[config.mk]
export PLATFORM = sky130hd
export DESIGN_NAME = serial_borrow_subtractor
export DESIGN_NICKNAME = d
export VERILOG_FILES = /design/src/rtl/sub_pkg.sv /design/src/rtl/full_subtractor_bit.sv /design/src/rtl/serial_borrow_subtractor.sv
export SDC_FILE = /design/constraint.sdc
export NUM_CORES = 1
export LEC_CHECK = 0
export BUFFER_PORTS_ARGS = -buffer_cell sky130_fd_sc_hd__buf_2
export CAP_MARGIN = 20
export CORE_MARGIN = 4
export CORE_UTILIZATION = 55
export DETAILED_ROUTE_END_ITERATION = 10
export GPL_TIMING_DRIVEN = 0
export MAX_ROUTING_LAYER = met4
export PLACE_DENSITY = 0.84
export SLEW_MARGIN = 20
export SYNTH_ARGS = -nofsm -noshare
export SYNTH_HDL_FRONTEND = slang
export SYNTH_SLANG_ARGS = --single-unit
[constraint.sdc]
create_clock -name clk -period 4.91 [get_ports clk]
set_input_delay 0.982 -clock clk [delete_from_list [all_inputs] [get_ports clk]]
set_output_delay 0.982 -clock clk [all_outputs]
set_load 0.01 [all_outputs]
[src/rtl/sub_pkg.sv]
// Shared types for the bit-serial borrow subtractor: FSM encoding and default width.
package sub_pkg;

  typedef enum logic [1:0] {
    IDLE = 2'd0,
    RUN  = 2'd1,
    DONE = 2'd2
  } state_t;

  localparam int DEFAULT_WIDTH = 4;

endpackage

[src/rtl/full_subtractor_bit.sv]
// One-bit full subtractor: difference and borrow-out for ai - bi - br.
module full_subtractor_bit (
  input  logic ai,
  input  logic bi,
  input  logic br,
  output logic di,
  output logic nb
);

  assign di = ai ^ bi ^ br;
  assign nb = (~ai & bi) | (~(ai ^ bi) & br);

endmodule

[src/rtl/serial_borrow_subtractor.sv]
// Bit-serial D = A - B, LSB first, one bit per clock through a single shared bit cell.
// Optional macro SUB_SIGNED_OVF_EN adds a two's-complement overflow output (ovf).
module serial_borrow_subtractor
  import sub_pkg::*;
#(
  parameter int WIDTH = DEFAULT_WIDTH
) (
  input  logic             clk,
  input  logic             rst,
  input  logic             start,
  input  logic [WIDTH-1:0] a,
  input  logic [WIDTH-1:0] b,
  output logic             busy,
  output logic             done,
  output logic [WIDTH-1:0] d,
  output logic [WIDTH-1:0] bvec,
  output logic             bout
`ifdef SUB_SIGNED_OVF_EN
  ,
  output logic             ovf
`endif
);

  localparam int IW = $clog2(WIDTH);
  localparam logic [IW-1:0] LAST_IDX = IW'(WIDTH - 1);

  state_t           state_q, state_d;
  logic [IW-1:0]    idx_q, idx_d;
  logic             borrow_q, borrow_d;
  logic [WIDTH-1:0] a_q, a_d, b_q, b_d;
  logic [WIDTH-1:0] diff_q, diff_d;
  logic [WIDTH-1:0] bvec_q, bvec_d;
  logic             bout_q, bout_d;
  logic             cell_di, cell_nb;

  full_subtractor_bit u_bit (
    .ai (a_q[idx_q]),
    .bi (b_q[idx_q]),
    .br (borrow_q),
    .di (cell_di),
    .nb (cell_nb)
  );

`ifdef SUB_SIGNED_OVF_EN
  logic ovf_q, ovf_d;
`endif

  always_comb begin
    // NOTE: every next-state signal gets a hold default first so no path leaves it unassigned (no latches).
    state_d  = state_q;
    idx_d    = idx_q;
    borrow_d = borrow_q;
    a_d      = a_q;
    b_d      = b_q;
    diff_d   = diff_q;
    bvec_d   = bvec_q;
    bout_d   = bout_q;
`ifdef SUB_SIGNED_OVF_EN
    ovf_d    = ovf_q;
`endif
    case (state_q)
      IDLE: begin
        if (start) begin
          a_d      = a;
          b_d      = b;
          borrow_d = 1'b0;
          idx_d    = '0;
          diff_d   = '0;
          bvec_d   = '0;
          state_d  = RUN;
        end
      end
      RUN: begin
        diff_d[idx_q] = cell_di;
        bvec_d[idx_q] = cell_nb;
        borrow_d      = cell_nb;
        if (idx_q == LAST_IDX) begin
          state_d = DONE;
          bout_d  = cell_nb;
`ifdef SUB_SIGNED_OVF_EN
          ovf_d   = (a_q[WIDTH-1] != b_q[WIDTH-1]) && (cell_di != a_q[WIDTH-1]);
`endif
        end else begin
          idx_d = idx_q + 1'b1;
        end
      end
      DONE:    state_d = IDLE;
      default: state_d = IDLE;
    endcase
  end

  always_ff @(posedge clk) begin
    // NOTE: sequential state uses non-blocking assignments so all registers update from pre-edge values.
    if (rst) begin
      state_q  <= IDLE;
      idx_q    <= '0;
      borrow_q <= 1'b0;
      a_q      <= '0;
      b_q      <= '0;
      diff_q   <= '0;
      bvec_q   <= '0;
      bout_q   <= 1'b0;
`ifdef SUB_SIGNED_OVF_EN
      ovf_q    <= 1'b0;
`endif
    end else begin
      state_q  <= state_d;
      idx_q    <= idx_d;
      borrow_q <= borrow_d;
      a_q      <= a_d;
      b_q      <= b_d;
      diff_q   <= diff_d;
      bvec_q   <= bvec_d;
      bout_q   <= bout_d;
`ifdef SUB_SIGNED_OVF_EN
      ovf_q    <= ovf_d;
`endif
    end
  end

  assign busy = (state_q != IDLE);
  assign done = (state_q == DONE);
  assign d    = diff_q;
  assign bvec = bvec_q;
  assign bout = bout_q;
`ifdef SUB_SIGNED_OVF_EN
  assign ovf  = ovf_q;
`endif

endmodule

==> impl_metrics.py <==
metrics = {
    "route": {
        "ant_nets": 0,
        "wl_met1_um": 846,
        "first_iter_violations": 13,
        "drc": 0,
        "wl_um": 1970,
        "highest_layer": "met4",
        "vias": 820,
        "firstDrtPassIters": 4,
        "vias_per_cell": 5.26,
        "route.met2.wl_um": 979,
        "routed-wl-met3_um": 81,
        "drt-wirelength-per-cell_um": 12.6,
    },
    "placed_design": {
        "placed_area_um2": 1120,
        "gp_congestion": 0.762,
        "dp_hpwl_um": 1460,
        "io_buffers": 20,
    },
    "synthesis": {
        "yosys.cell_types.count": 25,
        "syn-cell-area_um2": 988,
        "syn_inst": 107,
        "seq_area_frac_synth_pct": 44.6,
        "syn-num-nets": 123,
        "synth.avg_cell_area_um2": 9.24,
        "synth_warnings": 0,
        "ys_ff_latch": 22,
    },
    "job": {
        "drv_cap": 0,
    },
    "critical_path": {
        "r2r_cells": 4,
        "r2r-start": "idx_q[0]$_SDFFE_PP0P_",
        "cp.arrival_ns": 1.28,
        "worstSetupEndpointType": "primary output",
        "cp-start-kind": "flop",
        "reg2reg_setup_slack_ns": 2.86,
        "worstPathMaxFanout": 10,
        "worstSetupPathType": "flop to primary output",
        "rr_endpoint": "d[0]$_SDFFE_PP0P_",
        "worstPathRequired_ns": 3.93,
    },
    "global_route": {
        "grt_overflow": 0,
        "grt_max_degree": 14,
        "grt_pass1_wl_um": 3300,
        "grt_pass1_vias": 752,
        "antenna_found_initial": 0,
        "gr-usage-all-layers_pct": 17.7,
    },
    "floorplanning": {
        "rows": 15,
        "start_util_pct": 57.9,
        "core_um2": 1710,
        "dieHeight_um": 50.4,
        "dieWidth_um": 50.4,
        "die-area_um2": 2540,
        "pin_count": 22,
    },
    "clock_tree": {
        "cts_tree": "yes",
        "postCtsHoldBufs": 0,
        "postCtsSetupBuffers": 0,
        "htree_levels": 1,
        "clk_latency_ns": 0.31,
        "clock_sinks": 22,
        "cts.path.max_buffers": 2,
        "cts-root-buf": "clkbuf_4",
        "cts.repair.resized": 0,
        "cts_buffers": 3,
        "clk_pin_slew_ns": 0.12,
    },
    "layout": {
        "area_delta_synth_final_pct": 18.6,
        "fin_util_pct": 68.6,
        "final_nets": 148,
        "drive_above_1_share_pct": 25.2,
        "final_area_um2": 1170,
        "final_cell_mix": "22 x buf_2, 22 x dfxtp_1, 21 x nand2_1",
        "antenna_cells": 0,
    },
    "timing": {
        "rsz0062_at_grt": "false",
        "max_freq_mhz": 443,
        "final.setup_skew_ns": 0.00707,
        "setup-violations-final": 0,
        "fin_crit_sh_pct": 46.0,
        "worst_pin_slew_ns": 0.450,
        "setup-tns-final_ns": 0,
        "hold_viol_final": 0,
        "maxSlewHeadroom_pct": 69.8,
        "drv_slew": 0,
        "layout_min_cycle_time_ns": 2.26,
    },
    "power": {
        "p_leak_nw": 0.484,
        "vdd.ir_drop.worst_v": 0.000233,
        "power_density_nw_per_um2": 320,
        "power_uw": 375,
    },
    "status": {
        "status": "complete, no violations",
    },
    "min_path": {
        "hp-class": "flop to flop",
        "holdPathEnd": "b_q[3]$_SDFFE_PP0P_",
        "worstHoldPathCells": 2,
        "min_from": "b_q[3]$_SDFFE_PP0P_",
    },
}
flip-flops by register name, summed over array words and instances, names as in the netlist:
signal    cells
d             4
b_q           4
a_q           4
bvec          4
bout          1
borrow_q      1
state_q       2
idx_q         2
stage by stage:
step | std cells | setup slack (ns) | hold slack, ns
final | 156 | 2.65 | 0.463
after global placement | 152 | 2.91 | 0.441
after floorplan | 107 | 3.05 | 0.433
after global routing | 156 | 2.58 | 0.481
after detailed placement | 152 | 2.88 | 0.447
after CTS | 156 | 2.65 | 0.465
metal layers:
| layer | GRT usage (%) | vias to the layer above |
|---|---|---|
| met4 | 10.8 | 0 |
| met3 | 2.67 | 7 |
| met1 | 19.4 | 371 |
| met2 | 30.0 | 21 |
| met5 | - | - |
| li1 | - | 421 |
Yosys cell counts:
master	count	area, um^2
a21oi_1	13	65.1
buf_2	2	10.0
buf_6	1	11.3
clkbuf_1	3	11.3
clkbuf_2	1	5.00
dfxtp_1	22	440
fa_1	1	20.0
ha_1	4	50.1
inv_1	6	22.5
mux4_2	2	45.0
nand2_1	21	78.8
nand2b_1	6	37.5
nand3_1	3	15.0
nand3b_1	5	37.5
nand4b_1	1	8.76
nor2_1	1	3.75
nor2b_1	1	6.26
nor3b_2	1	12.5
o31ai_1	1	7.51
o32ai_1	7	61.3
or2_0	1	6.26
or2_2	1	6.26
or3_1	1	6.26
or3b_1	1	8.76
or3b_4	1	11.3
how the worst max path moves through the flow:
stage | start | endpoint | slack [ns] | cells past startpoint
2_1_floorplan | idx_q[0]$_SDFFE_PP0P_ | d[3]$_SDFFE_PP0P_ | 3.05 | 5
3_3_place_gp | idx_q[0]$_SDFFE_PP0P_ | d[3]$_SDFFE_PP0P_ | 2.91 | 5
3_5_place_dp | idx_q[0]$_SDFFE_PP0P_ | d[0]$_SDFFE_PP0P_ | 2.88 | 4
4_1_cts | state_q[1]$_SDFFE_PP0P_ | busy | 2.65 | 3
5_1_grt | state_q[1]$_SDFFE_PP0P_ | busy | 2.58 | 3
6_report | state_q[1]$_SDFFE_PP0P_ | busy | 2.65 | 3
final cells by class:
cell class / count / area (um^2)
multi-input cells: 72 / 488
plain buffers: 7 / 37.5
clock buffers: 3 / 22.5
well taps: 25 / 31.3
flip-flops and latches: 22 / 440
repair buffers: 20 / 100
fillers: 152 / 536
inverters: 6 / 22.5
clock inverters: 1 / 30.0
power by group:
group / internal [mW] / leakage (nW) / switching [mW]
logic: 0.0205 / 0.277 / 0.0259
clock network: 0.0826 / 0.0279 / 0.0553
registers: 0.185 / 0.179 / 0.00502
cell families after synthesis:
kind of cell               count (synthesis)  share of synthesized area [%]
and+or+nand+nor                           44                           24.2
DFF                                       22                           44.6
AOI/OAI and AO/OA                         21                           13.5
buffers and inverters                     13                           6.08
adders and majority gates                  5                           7.09
muxes                                      2                           4.56
critical path: stages, from the launching register on:
cell	delay [ns]
dfxtp_1	0.34
clkbuf_2	0.17
or2_2	0.31
buf_2	0.14
No activity file was read; power rests on OpenSTA's default activity.
